--- src/rtl/wb_spi_arbiter.sv ---
// Two-master Wishbone arbiter in front of a single SPI core slave.
// Round-robin on ties, grant held while cyc is high, strobe timeout forces an error.
module wb_spi_arbiter #(
   parameter int AW      = 5,
   parameter int DW      = 32,
   parameter int TIMEOUT = 16
) (
   input  logic              wb_clk_i,
   input  logic              wb_rst_i,
   // master 0
   input  logic              m0_cyc_i,
   input  logic              m0_stb_i,
   input  logic              m0_we_i,
   input  logic [AW-1:0]     m0_adr_i,
   input  logic [DW-1:0]     m0_dat_i,
   input  logic [DW/8-1:0]   m0_sel_i,
   output logic [DW-1:0]     m0_dat_o,
   output logic              m0_ack_o,
   output logic              m0_err_o,
   // master 1
   input  logic              m1_cyc_i,
   input  logic              m1_stb_i,
   input  logic              m1_we_i,
   input  logic [AW-1:0]     m1_adr_i,
   input  logic [DW-1:0]     m1_dat_i,
   input  logic [DW/8-1:0]   m1_sel_i,
   output logic [DW-1:0]     m1_dat_o,
   output logic              m1_ack_o,
   output logic              m1_err_o,
   // slave (SPI core)
   output logic              s_cyc_o,
   output logic              s_stb_o,
   output logic              s_we_o,
   output logic [AW-1:0]     s_adr_o,
   output logic [DW-1:0]     s_dat_o,
   output logic [DW/8-1:0]   s_sel_o,
   input  logic [DW-1:0]     s_dat_i,
   input  logic              s_ack_i,
   input  logic              s_err_i,
   // status
   output logic [1:0]        gnt_o,
   output logic              timeout_o
);

   localparam int CW = $clog2(TIMEOUT + 1);
   localparam logic [CW-1:0] TO_LAST = CW'(TIMEOUT - 1);

   typedef enum logic [1:0] {
      IDLE  = 2'd0,
      BUSY0 = 2'd1,
      BUSY1 = 2'd2
   } state_t;

   state_t          state_q, state_d;
   logic            last_gnt_q, last_gnt_d;
   logic [CW-1:0]   cnt_q, cnt_d;

   logic            req0, req1;
   logic            busy, owner;
   logic            own_cyc, own_stb, own_we;
   logic [AW-1:0]   own_adr;
   logic [DW-1:0]   own_dat;
   logic [DW/8-1:0] own_sel;
   logic            stb_req, timeout_hit, ack_fwd, err_fwd;

   assign req0 = m0_cyc_i & m0_stb_i;
   assign req1 = m1_cyc_i & m1_stb_i;

   // Read data is broadcast; each master qualifies it with its own ack.
   assign m0_dat_o = s_dat_i;
   assign m1_dat_o = s_dat_i;

   always_comb begin
      // NOTE: every output of this block gets a default first, so no path can infer a latch.
      state_d     = state_q;
      last_gnt_d  = last_gnt_q;
      cnt_d       = '0;
      busy        = (state_q == BUSY0) || (state_q == BUSY1);
      owner       = (state_q == BUSY1);
      own_cyc     = owner ? m1_cyc_i : m0_cyc_i;
      own_stb     = owner ? m1_stb_i : m0_stb_i;
      own_we      = owner ? m1_we_i  : m0_we_i;
      own_adr     = owner ? m1_adr_i : m0_adr_i;
      own_dat     = owner ? m1_dat_i : m0_dat_i;
      own_sel     = owner ? m1_sel_i : m0_sel_i;
      stb_req     = 1'b0;
      timeout_hit = 1'b0;
      ack_fwd     = 1'b0;
      err_fwd     = 1'b0;
      s_cyc_o     = 1'b0;
      s_stb_o     = 1'b0;
      s_we_o      = 1'b0;
      s_adr_o     = '0;
      s_dat_o     = '0;
      s_sel_o     = '0;
      m0_ack_o    = 1'b0;
      m0_err_o    = 1'b0;
      m1_ack_o    = 1'b0;
      m1_err_o    = 1'b0;
      gnt_o       = 2'b00;
      timeout_o   = 1'b0;

      if (state_q == IDLE) begin
         // last_gnt_q = 1 means master 1 went last, so master 0 wins a tie.
         if (req0 && req1)  state_d = last_gnt_q ? BUSY0 : BUSY1;
         else if (req0)     state_d = BUSY0;
         else if (req1)     state_d = BUSY1;
      end else if (busy) begin
         stb_req     = own_cyc & own_stb;
         timeout_hit = stb_req & ~s_ack_i & ~s_err_i & (cnt_q == TO_LAST);
         s_cyc_o     = own_cyc;
         s_stb_o     = stb_req & ~timeout_hit;
         s_we_o      = own_we;
         s_adr_o     = own_adr;
         s_dat_o     = own_dat;
         s_sel_o     = own_sel;
         // An error response wins over a simultaneous ack.
         ack_fwd     = s_ack_i & ~s_err_i;
         err_fwd     = s_err_i | timeout_hit;
         timeout_o   = timeout_hit;
         m0_ack_o    = ack_fwd & ~owner;
         m0_err_o    = err_fwd & ~owner;
         m1_ack_o    = ack_fwd &  owner;
         m1_err_o    = err_fwd &  owner;
         gnt_o       = owner ? 2'b10 : 2'b01;
         if (s_stb_o && !s_ack_i && !s_err_i)
            cnt_d = cnt_q + 1'b1;
         if (!own_cyc) begin
            state_d    = IDLE;
            last_gnt_d = owner;
         end
      end else begin
         state_d = IDLE;
      end
   end

   always_ff @(posedge wb_clk_i) begin
      // NOTE: state uses non-blocking assignment so every flop samples pre-edge values.
      if (wb_rst_i) begin
         state_q    <= IDLE;
         last_gnt_q <= 1'b1;
         cnt_q      <= '0;
      end else begin
         state_q    <= state_d;
         last_gnt_q <= last_gnt_d;
         cnt_q      <= cnt_d;
      end
   end

endmodule

--- config.mk ---
export PLATFORM = sky130hd
export DESIGN_NAME = wb_spi_arbiter
export DESIGN_NICKNAME = d
export VERILOG_FILES = /design/src/rtl/wb_spi_arbiter.sv
export SDC_FILE = /design/constraint.sdc
export NUM_CORES = 1
export LEC_CHECK = 0
export CAP_MARGIN = 20
export CORE_AREA = 3 3 93 95
export DETAILED_ROUTE_END_ITERATION = 12
export DIE_AREA = 0 0 96 98
export DONT_BUFFER_PORTS = 1
export GPL_TIMING_DRIVEN = 0
export HOLD_SLACK_MARGIN = 0.1
export PLACE_DENSITY = 0.45
export SLEW_MARGIN = 20
export SYNTH_ARGS = -nofsm -noshare
export SYNTH_HDL_FRONTEND = slang
export SYNTH_SLANG_ARGS = --single-unit
--- constraint.sdc ---
create_clock -name wb_clk_i -period 2.3 [get_ports wb_clk_i]
set_input_delay 0.23 -clock wb_clk_i [delete_from_list [all_inputs] [get_ports wb_clk_i]]
set_output_delay 0.23 -clock wb_clk_i [all_outputs]
set_load 0.005 [all_outputs]
Yosys cells after proc, flatten, opt, wreduce, memory -nomap -nowiden

Cells that the tools add are included.

Logic and storage cells: 78
Flip-flop bits (word level): 8

Muxes and demuxes: 38
Reductions and logical operators: 10
Bitwise logic cells: 21
Equal/unequal tests: 5
Add/sub/neg operators: 1

Operators with widths:

| kind                                                 | count |
|---|---|
| two-way mux 32 bit                                   | 3 |
| two-way mux 2 bit                                    | 10 |
| two-way mux 1 bit                                    | 19 |
| two-way mux 5 bit                                    | 3 |
| AND 1 bit                                            | 12 |
| two-way mux 4 bit                                    | 3 |
| NOT 1 bit                                            | 8 |
| adder 5 x 1 -> 5 bit (second input constant)         | 1 |
| equality test 5 x 4 -> 1 bit (second input constant) | 1 |
| != test 4 x 3 -> 1 bit (second input constant)       | 1 |
| OR reduction 4 bit                                   | 1 |
| logical AND 1 bit                                    | 3 |
| != test 3 x 2 -> 1 bit (second input constant)       | 1 |
| AND reduction 3 bit                                  | 1 |
| equality test 2 x 1 -> 1 bit (second input constant) | 1 |
| equality test 2 bit (second input constant)          | 1 |
| zero test 1 bit                                      | 2 |
| zero test 2 bit                                      | 1 |
| AND reduction 2 bit                                  | 1 |
| logical OR 1 bit                                     | 1 |
| OR 1 bit                                             | 1 |

Logic depth before layout (Yosys ltp)

Gate-level depths: netlist (run 1).

Depth after elaboration: 12
Mapped depth: 7
Gate-level depth less buffers: 6

Least setup slack after synthesis (run 1)

OpenSTA, ideal clock, no wires.

Path kind: flip-flop to output port
Start point: register state_q[0]
End point: output m0_err_o
Cell stages (with the launch flop): 7
Setup slack: 0.732 ns
Required time: 2.070 ns
Buffers on the path: 1
Arrival time: 1.338 ns
Cells stage by stage: dfxtp_1 > inv_1 > ha_1 > buf_6 > and3b_1 > o21ai_1 > a211oi_1

Cells in the longest elaborated chain, start to end: 10
Elaborated cells on any way between the ends: 15

Ends and longest elaborated chain:

| element                                     | RTL line | RTL |
|---|---|---|
| from (decl)                                 | 54       | `state_t state_q, state_d;` |
| from (signal assigned)                      | 144      | `state_q <= state_d;` |
| equality test 2 bit *                       | 79       | `owner = (state_q == BUSY1);` |
| named net owner                             | 59       | `logic busy, owner;` |
| two-way mux 1 bit, on equally long branches | 80, 81   |  |
| AND 1 bit                                   | 109      | `stb_req = own_cyc & own_stb;` |
| AND 1 bit (3 in a row)                      | 110      | `timeout_hit = stb_req & ~s_ack_i & ~s_err_i & (cnt_q == TO_LAST);` |
| OR 1 bit                                    | 119      | `err_fwd = s_err_i \| timeout_hit;` |
| AND 1 bit                                   | 122      | `m0_err_o = err_fwd & ~owner;` |
| two-way mux 1 bit *                         | 108      | `end else if (busy) begin` |
| two-way mux 1 bit *                         | 103      | `if (state_q == IDLE) begin` |
| to (decl)                                   | 19       | `output logic m0_err_o,` |

Mark *: on every way through the listed nets, which the timed path passes. The rest lies on a longest branch.

Worst setup path in the final report (run 1)

Start point: register cnt_q[0]
End point: output m0_err_o

Cells in the longest elaborated chain, start to end: 6

Ends and longest elaborated chain:

| element                      | RTL line | RTL |
|---|---|---|
| from (decl)                  | 56       | `logic [CW-1:0] cnt_q, cnt_d;` |
| from (signal assigned)       | 146      | `cnt_q <= cnt_d;` |
| equality test 5 x 4 -> 1 bit | 110      |  |
| AND 1 bit                    | 110      |  |
| OR 1 bit                     | 119      |  |
| AND 1 bit                    | 122      |  |
| two-way mux 1 bit            | 108      |  |
| two-way mux 1 bit            | 103      |  |

No other way between the ends.

==> results.py, run 1 <==
metrics = {
    "cts": {
        "post-cts-setup-buffers": 0,
        "cts_tree": "yes",
        "clk_path_buf_depth": 2,
        "cts_sinks": 8,
        "cts_max_level": 1,
        "root_buffer": "clkbuf_8",
        "insertion_delay_ps": 220,
        "cts.reportedPaths.clkPinSlew_ps": 40,
        "numCtsBuffers": 3,
    },
    "drt": {
        "drtIter0Drc": 21,
        "detail_route.vias_per_cell": 4.470,
        "ant_nets": 0,
        "num_vias": 1475,
        "firstDrtPassIters": 4,
        "drcViolationCount": 0,
        "wire_per_inst_um": 16.75,
        "routed_wl_um": 5527,
    },
    "power_and_ir_drop": {
        "p_leak_nw": 0.8213,
        "p_per_area_mw_per_mm2": 474.7,
        "ir_drop_mv": 0.1915,
    },
    "setup_path": {
        "reg2reg_slack_ps": 740,
        "worstPathRequired_ps": 2070,
        "critPathCaptureType": "primary output",
        "r2r_end": "state_q[1]$_SDFFE_PP0P_",
        "worst_setup_path_start_kind": "flop",
        "setup.worst_path.start": "cnt_q[0]$_SDFF_PP0_",
        "timing.rr.start": "state_q[0]$_SDFFE_PP0P_",
        "crit_type": "reg -> out",
        "worstPathArrival_ps": 1750,
        "cp_max_fo": 3,
        "endpoint": "m0_err_o",
        "reg2reg_depth": 6,
    },
    "sta": {
        "hold_viol": 0,
        "worst_pin_slew_ps": 413.5,
        "post-route-period-util_pct": 85.88,
        "clock_skew_ps": 2.304,
        "max_freq_mhz": 506.3,
        "period_needed_ps": 1975,
        "tns_ps": 0,
        "finalSetupViolations": 0,
        "rsz0062_at_grt": "false",
        "slew_violations": 0,
        "maxSlewHeadroom_pct": 72.38,
    },
    "floorplanning": {
        "die_w_um": 96,
        "fp.dieArea_mm2": 0.009408,
        "core_mm2": 0.007807,
        "ioPinCount": 239,
        "start_util_pct": 21.70,
        "fp.dieH_um": 98,
        "rows": 32,
    },
    "synthesis": {
        "yosys.area.top_type_share_pct": 29.25,
        "synth_area_leaders": "buf_4 (29%), mux2i_1 (25%), nor2_1 (11%)",
        "syn_nets": 353,
        "yosysWarnings": 0,
        "synth.avg_cell_area_um2": 7.563,
        "syn_area_mm2": 0.001694,
        "ys_types": 30,
        "netlist_instances": 224,
        "ys_ff_latch": 8,
        "synth-seq-area-share_pct": 9.453,
        "netlist.top_cell.by_area": "buf_4",
    },
    "placed_design": {
        "port_buffers": 0,
        "finalWeightedCongestion": 0.7393,
        "hpwl_um": 4998,
    },
    "finish": {
        "fin_nets": 359,
        "final_layout_size_suffix_gt1_share_pct": 36.40,
        "diodes": 0,
        "finish.utilization_pct": 23.99,
        "fillers": 887,
        "syn2layout_area_growth_pct": 10.56,
    },
    "global_routing": {
        "grt_pass1_wl_um": 7279,
        "grt_max_degree": 11,
        "grtUsageTotal_pct": 9.961,
        "antenna_found_initial": 0,
        "grt.overflow.total": 0,
        "grt_pass1_vias": 1403,
    },
    "worst_hold_path": {
        "min_from": "wb_rst_i",
        "min_path_type": "in -> reg",
    },
    "outcome": {
        "outcome": "finished clean",
    },
    "job": {
        "drv_cap": 0,
    },
}
kinds of logic after synthesis:
kind of cell / count (synthesis) / synth area share (%)
AO/OA/AOI/OAI: 11 / 4.874
XOR/XNOR: 2 / 1.034
adder cells (fa/ha/maj): 5 / 3.693
buffers and inverters: 82 / 35.01
flip-flops: 8 / 9.453
multiplexers: 44 / 26.29
AND/OR/NAND/NOR: 72 / 19.65
synth_stat cells:
cell type	instances
dfxtp_1	8
nand2_1	4
a31oi_1	1
and2_1	1
ha_1	5
o21ai_0	1
buf_2	6
buf_4	66
nor3_1	1
and3_1	3
nor2b_1	3
a21oi_1	3
o21ai_1	1
nor3b_2	1
and3b_1	3
o211ai_2	1
buf_6	4
or3b_1	2
a32oi_2	1
inv_1	6
nand3_1	2
xnor2_1	1
nor2_1	49
o21bai_1	1
nand4_1	1
nand2b_1	2
a211oi_1	2
xor2_1	1
mux2_4	1
mux2i_1	43
final cells by class:
type / count / area (µm²) / share of cell area [%]
Buffer: 76 / 570.5 / 30.46
Clock buffer: 3 / 41.29 / 2.204
Inverter: 6 / 22.52 / 1.202
Multi-Input combinational cell: 134 / 940.9 / 50.23
Sequential cell: 8 / 160.2 / 8.550
Tap cell: 102 / 127.6 / 6.814
Timing Repair Buffer: 1 / 10.01 / 0.5344
flip-flops by register name, summed over array words and instances, names as in the netlist:
register	count
cnt_q	5
state_q	2
last_gnt_q	1
through the flow:
stage	setup slack, ps	cells	hold slack, ps	area, µm²	total power [mW]
2_1_floorplan	732.3	224	299.4	1694	0.6367
3_3_place_gp	560.5	326	304.0	1822	0.7384
3_5_place_dp	557.9	326	304.9	1822	0.7412
4_1_cts	306.6	330	107.1	1873	0.9133
5_1_grt	172.8	330	113.7	1873	0.9673
6_report	324.8	330	110.7	1873	0.8891
metal layers:
| layer | vias to the layer above | wire [µm] | part of all wire (%) | global-route usage, % |
|---|---|---|---|---|
| met5 | - | 0 | 0 | 0 |
| met4 | 0 | 38 | 0.69 | 1.969 |
| met3 | 5 | 756 | 14 | 2.465 |
| met2 | 130 | 2820 | 51 | 18.43 |
| met1 | 657 | 1912 | 35 | 11.30 |
| li1 | 683 | - | - | - |
layout by cell type (no fill, tap or decap), types with 2 or more instances in the layout:
cell type  instances
dfxtp_1            8
and3_1             3
or3b_1             2
buf_4             66
buf_6              4
clkbuf_8           3
buf_2              6
a21oi_1            3
nand2b_1           2
nand2_1            4
nand3_1            2
a211oi_1           2
inv_1              6
nor2_1            49
nor2b_1            3
ha_1               5
and3b_1            3
mux2i_1           43
how the worst min path moves through the flow:
stage	to	slack (ps)	depth (start not counted)
2_1_floorplan	state_q[0]$_SDFFE_PP0P_	300	1
3_3_place_gp	state_q[0]$_SDFFE_PP0P_	300	1
3_5_place_dp	state_q[0]$_SDFFE_PP0P_	300	1
4_1_cts	last_gnt_q$_SDFFE_PP1P_	110	1
5_1_grt	last_gnt_q$_SDFFE_PP1P_	110	1
6_report	last_gnt_q$_SDFFE_PP1P_	110	1
report_power, final:
group	internal [mW]	total, mW	switching, mW	leakage [nW]
registers	0.150	0.157	0.00767	0.0649
clock network	0.113	0.165	0.0519	0.0216
logic	0.279	0.567	0.287	0.735
total	0.542	0.889	0.347	0.821
worst max-delay path, stage by stage (launching register included):
cell      delay [ps]
dfxtp_1          340
ha_1             180
and3_1           170
ha_1             170
nor2b_1          220
o21ai_1          120
a211oi_1         320
what timing repair did:
item | in CTS | in global routing
hold endpoints to repair | 1 | 0
hold buffers | 1 | 0
gates resized for setup | 0 | 0
Power figures use the tool's default switching activity.
==> run 2, diff against run 1 <==
Settings changed: CORE_AREA 3 3 93 95 to 2 2 92 94, DIE_AREA 0 0 96 98 to 0 0 94 96.
==> results.py, run 2 (synthesis gave the netlist of run 1 again) <==
metrics = {
    "cts": {
        "clk_path_buf_depth": 2,
        "insertion_delay_ps": 220,
        "cts_sinks": 8,
        "post-cts-setup-buffers": 0,
        "numCtsBuffers": 3,
        "cts_max_level": 1,
        "cts.reportedPaths.clkPinSlew_ps": 40,
        "root_buffer": "clkbuf_8",
        "cts_tree": "yes",
    },
    "setup_path": {
        "crit_type": "reg -> out",
        "worstPathRequired_ps": 2070,
        "critPathCaptureType": "primary output",
        "cp_max_fo": 5,
        "worstPathArrival_ps": 1820,
        "worst_setup_path_start_kind": "flop",
    },
    "global_routing": {
        "grt.overflow.total": 0,
        "grtUsageTotal_pct": 8.997,
        "grt_max_degree": 11,
        "antenna_found_initial": 0,
        "grt_pass1_vias": 1196,
        "grt_pass1_wl_um": 6216,
    },
    "outcome": {
        "outcome": "finished clean",
    },
    "drt": {
        "routed_wl_um": 4955,
        "ant_nets": 0,
        "detail_route.vias_per_cell": 4.201,
        "drcViolationCount": 0,
        "num_vias": 1399,
        "wire_per_inst_um": 14.88,
        "firstDrtPassIters": 4,
        "drtIter0Drc": 29,
    },
    "sta": {
        "post-route-period-util_pct": 88.99,
        "whs_ps": 115.5,
        "period_needed_ps": 2047,
        "hold_viol": 0,
        "layout_setup_ws_ps": 253.2,
        "max_freq_mhz": 488.6,
        "slew_violations": 0,
        "tns_ps": 0,
        "rsz0062_at_grt": "false",
        "clock_skew_ps": 3.971,
        "worst_pin_slew_ps": 437.5,
        "finalSetupViolations": 0,
        "maxSlewHeadroom_pct": 70.66,
    },
    "finish": {
        "fillers": 881,
        "final_layout_size_suffix_gt1_share_pct": 36.40,
        "final_common_cell": "buf_4",
        "top_register": "cnt_q",
        "fin_nets": 359,
        "final_cell_mix": "buf_4 (66), nor2_1 (49), mux2i_1 (43)",
        "reg_top3": "cnt_q x5, state_q x2, last_gnt_q x1",
        "regArea_um2": 160.2,
        "diodes": 0,
        "syn2layout_area_growth_pct": 10.78,
        "multi_input_area_um2": 940.9,
        "stdcell_area_mm2": 0.001877,
        "largest_register_ffs": 5,
    },
    "floorplanning": {
        "start_util_pct": 21.04,
        "fp.dieArea_mm2": 0.009024,
        "die_w_um": 94,
        "core_mm2": 0.008051,
        "fp.dieH_um": 96,
        "rows": 33,
        "ioPinCount": 239,
    },
    "placed_design": {
        "finalWeightedCongestion": 0.7260,
        "dpl_worst_slack_ps": 410.1,
        "placed_cell_area_mm2": 0.001826,
        "port_buffers": 0,
        "hpwl_um": 4416,
    },
    "worst_hold_path": {
        "min_path_type": "in -> reg",
    },
    "job": {
        "drv_cap": 0,
    },
    "power_and_ir_drop": {
        "power.switching_uw": 344.6,
        "clockPowerShare_pct": 18.5,
        "power_frac_comb_pct": 63.7,
        "cellInternalPower_uw": 541.7,
        "p_leak_nw": 0.8213,
        "ir_drop_mv": 0.2538,
        "p_per_area_mw_per_mm2": 472.2,
        "switching_share_pct": 38.88,
        "power_uw": 886.3,
        "seqPwrFrac_pct": 17.8,
    },
}
==> run 2: cell counts in the layout (fill, tap and decap cells not counted) <==
No cell type changed its count.
==> run 2: area by class of cell <==
| class | instances | area share, % |
|---|---|---|
| repair buffers | 1 | 0.5333 |
| flip-flops and latches | 8 | 8.533 |
| clock buffers | 3 | 2.200 |
| plain buffers | 76 | 30.40 |
| multi-input cells | 134 | 50.13 |
| inverters | 6 | 1.200 |
| well taps | 105 | 7.000 |
==> run 2: power by group through the flow <==
| stage | sequential (mW) | clock (mW) | combinational [mW] |
|---|---|---|---|
| after floorplan | 0.158 | 0 | 0.479 |
| after global placement | 0.159 | 0 | 0.573 |
| after detailed placement | 0.160 | 0 | 0.577 |
| after CTS | 0.158 | 0.170 | 0.580 |
| after global routing | 0.160 | 0.177 | 0.623 |
| final | 0.158 | 0.164 | 0.565 |
==> run 2: repair_timing <==
item,in CTS,in global routing
hold buffers,1,0
hold endpoints to repair,1,0
gates resized for setup,0,0
==> run 2: worst paths after layout <==
kind                                              start                 endpoint  slack [ps]  cells past startpoint
worst max-delay path            state_q[0]$_SDFFE_PP0P_                 m0_err_o         250                      6
worst min register to register      cnt_q[0]$_SDFF_PP0_      cnt_q[0]$_SDFF_PP0_         450                      1
worst max register to register  state_q[0]$_SDFFE_PP0P_  state_q[1]$_SDFFE_PP0P_         720                      6
worst min-delay path                           wb_rst_i  last_gnt_q$_SDFFE_PP1P_         120                      1
==> run 2: per-layer routing <==
| layer | vias to the layer above | track usage, % | part of all wire, % |
|---|---|---|---|
| met1 | 609 | 10.48 | 37 |
| met2 | 111 | 17.32 | 53 |
| met5 | - | 0 | 0 |
| met3 | 0 | 1.879 | 10 |
| li1 | 679 | - | - |
| met4 | 0 | 1.087 | 0 |
==> run 2: critical path, cell delays in order (launching register included) <==
cell and delay, ps:
dfxtp_1 390, inv_1 80, ha_1 220, buf_6 140, and3b_1 270, o21ai_1 90, a211oi_1 410
==> run 2: stage by stage <==
step                      util, %  cells
final                       23.31    333
after global routing        23.31    333
after CTS                   23.31    333
after detailed placement    22.67    329
after global placement      22.67    329
after floorplan                 -    224
==> run 3, diff against run 2 <==
Settings changed: CORE_AREA 2 2 92 94 to 2 2 93 95, DIE_AREA 0 0 94 96 to 0 0 95 97, DONT_BUFFER_PORTS 1 to not set, PLACE_DENSITY 0.45 to 0.82, SETUP_SLACK_MARGIN set to 0.1.
==> results.py, run 3 (synthesis gave the netlist of run 1 again) <==
metrics = {
    "outcome": {
        "outcome": "finished clean",
    },
    "sta": {
        "maxSlewHeadroom_pct": 82.09,
        "slew_violations": 0,
        "period_needed_ps": 2167,
        "hold_viol": 0,
        "rsz0062_at_grt": "true",
        "post-route-period-util_pct": 94.22,
        "clock_skew_ps": 4.402,
        "max_freq_mhz": 461.4,
        "whs_ps": 421.0,
        "tns_ps": 0,
        "worst_pin_slew_ps": 266.9,
        "finalSetupViolations": 0,
    },
    "drt": {
        "firstDrtPassIters": 4,
        "ant_nets": 0,
        "drtIter0Drc": 28,
        "num_vias": 2231,
        "wire_per_inst_um": 13.49,
        "drcViolationCount": 0,
        "detail_route.vias_per_cell": 4.101,
        "routed_wl_um": 7340,
    },
    "floorplanning": {
        "core_mm2": 0.008134,
        "ioPinCount": 239,
        "fp.dieH_um": 97,
        "rows": 33,
        "fp.dieArea_mm2": 0.009215,
        "start_util_pct": 20.83,
        "die_w_um": 95,
    },
    "global_routing": {
        "grt_pass1_vias": 2219,
        "grt_pass1_wl_um": 10920,
        "antenna_found_initial": 0,
        "grtUsageTotal_pct": 14.50,
        "grt.overflow.total": 0,
        "grt_max_degree": 11,
    },
    "finish": {
        "final_common_cell": "clkdlybuf4s50_1",
        "syn2layout_area_growth_pct": 140.0,
        "largest_register_ffs": 5,
        "final_cell_mix": "clkdlybuf4s50_1 (164), buf_4 (74), nor2_1 (49)",
        "fin_nets": 570,
        "top_register": "cnt_q",
        "final_layout_size_suffix_gt1_share_pct": 23.69,
        "diodes": 0,
        "finish.utilization_pct": 49.99,
        "reg_top3": "cnt_q x5, state_q x2, last_gnt_q x1",
    },
    "cts": {
        "clk_path_buf_depth": 2,
        "cts_tree": "yes",
        "cts_sinks": 8,
        "numCtsBuffers": 3,
        "cts_max_level": 1,
        "root_buffer": "clkbuf_8",
        "insertion_delay_ps": 220,
        "cts.reportedPaths.clkPinSlew_ps": 40,
        "holdBufCountCts": 0,
    },
    "worst_hold_path": {
        "min_path_type": "reg -> reg",
    },
    "placed_design": {
        "port_buffers": 206,
        "hpwl_um": 6349,
        "finalWeightedCongestion": 0.8329,
    },
    "setup_path": {
        "crit_type": "reg -> out",
        "slowest_delay_ps": 500,
        "worstPathRequired_ps": 2070,
        "worstPathArrival_ps": 1940,
        "critPathCaptureType": "primary output",
        "worst_setup_path_start_kind": "flop",
        "cp_common_cell": "ha_2",
        "crit_chain": "ha_2 -> and3_1 -> ha_2 -> nor2b_4 -> and3b_1 -> clkdlybuf4s50_1",
        "cp_max_fo": 3,
        "reg2reg_slack_ps": 780,
        "slowest_stage": "clkdlybuf4s50_1",
    },
    "job": {
        "drv_cap": 0,
    },
    "power_and_ir_drop": {
        "p_per_area_mw_per_mm2": 334.9,
        "ir_drop_mv": 0.3101,
        "power_mw": 1.362,
        "p_leak_nw": 1.939,
    },
}
## run 3: changes by cell type in the layout (fill, tap and decap cells not counted), moves of 4 or more
cell | previous run | this run
dlymetal6s2s_1 | 0 | 7
buf_12 | 0 | 4
clkdlybuf4s50_1 | 0 | 164
ha_1 | 5 | 1
buf_2 | 6 | 0
buf_4 | 66 | 74
dlygate4sd2_1 | 0 | 34
## run 3: metrics by stage
step	setup slack, ps	instance area, µm²	cells
finish	132.9	4066	544
floorplan	732.3	1694	224
CTS	111.3	3989	540
detailed placement	71.94	3887	535
global placement	107.8	3887	535
global route	48.90	4066	544
## run 3: area by class of cell
type	count	area, µm²
buffer	76	631.9
clock buffer	3	41.29
fill	780	4068
inverter	6	22.52
multi-input combinational	134	993.5
sequential	8	163.9
tap	105	131.4
timing repair buffer	212	2082
## run 3: critical path, delay by kind of cell (launching register included)
kind | cells | cell delay (ps)
DFF | 1 | 340
and+or+nand+nor | 3 | 500
buffers and inverters | 1 | 500
adders and majority gates | 2 | 370
## run 3: power by group
group	switching [mW]	total, mW	internal, mW
clock network	0.0520	0.165	0.113
registers	0.00835	0.159	0.151
logic	0.363	1.04	0.674
total	0.423	1.36	0.938
## run 3: final timing paths
path                                         startpoint             endpoint  cells past startpoint
worst min-delay path                cnt_q[0]$_SDFF_PP0_  cnt_q[0]$_SDFF_PP0_                      1
worst max-delay path                cnt_q[0]$_SDFF_PP0_            timeout_o                      6
worst min register to register      cnt_q[0]$_SDFF_PP0_  cnt_q[0]$_SDFF_PP0_                      1
worst max register to register  state_q[0]$_SDFFE_PP0P_  cnt_q[3]$_SDFF_PP0_                      7
## run 3: layer usage
| layer | wire, µm | track usage, % | part of all wire (%) | vias up |
|---|---|---|---|---|
| li1 | - | - | - | 1103 |
| met1 | 2459 | 14.96 | 34 | 1017 |
| met2 | 4177 | 29.79 | 57 | 105 |
| met3 | 654 | 2.570 | 8.9 | 6 |
| met4 | 50 | 2.007 | 0.68 | 0 |
| met5 | 0 | 0 | 0 | - |
## run 3: timing repair
action,CTS,global route
pin swaps,1,1
endpoints found under the setup margin,49,10
setup buffers,2,4
resized for setup,63,14
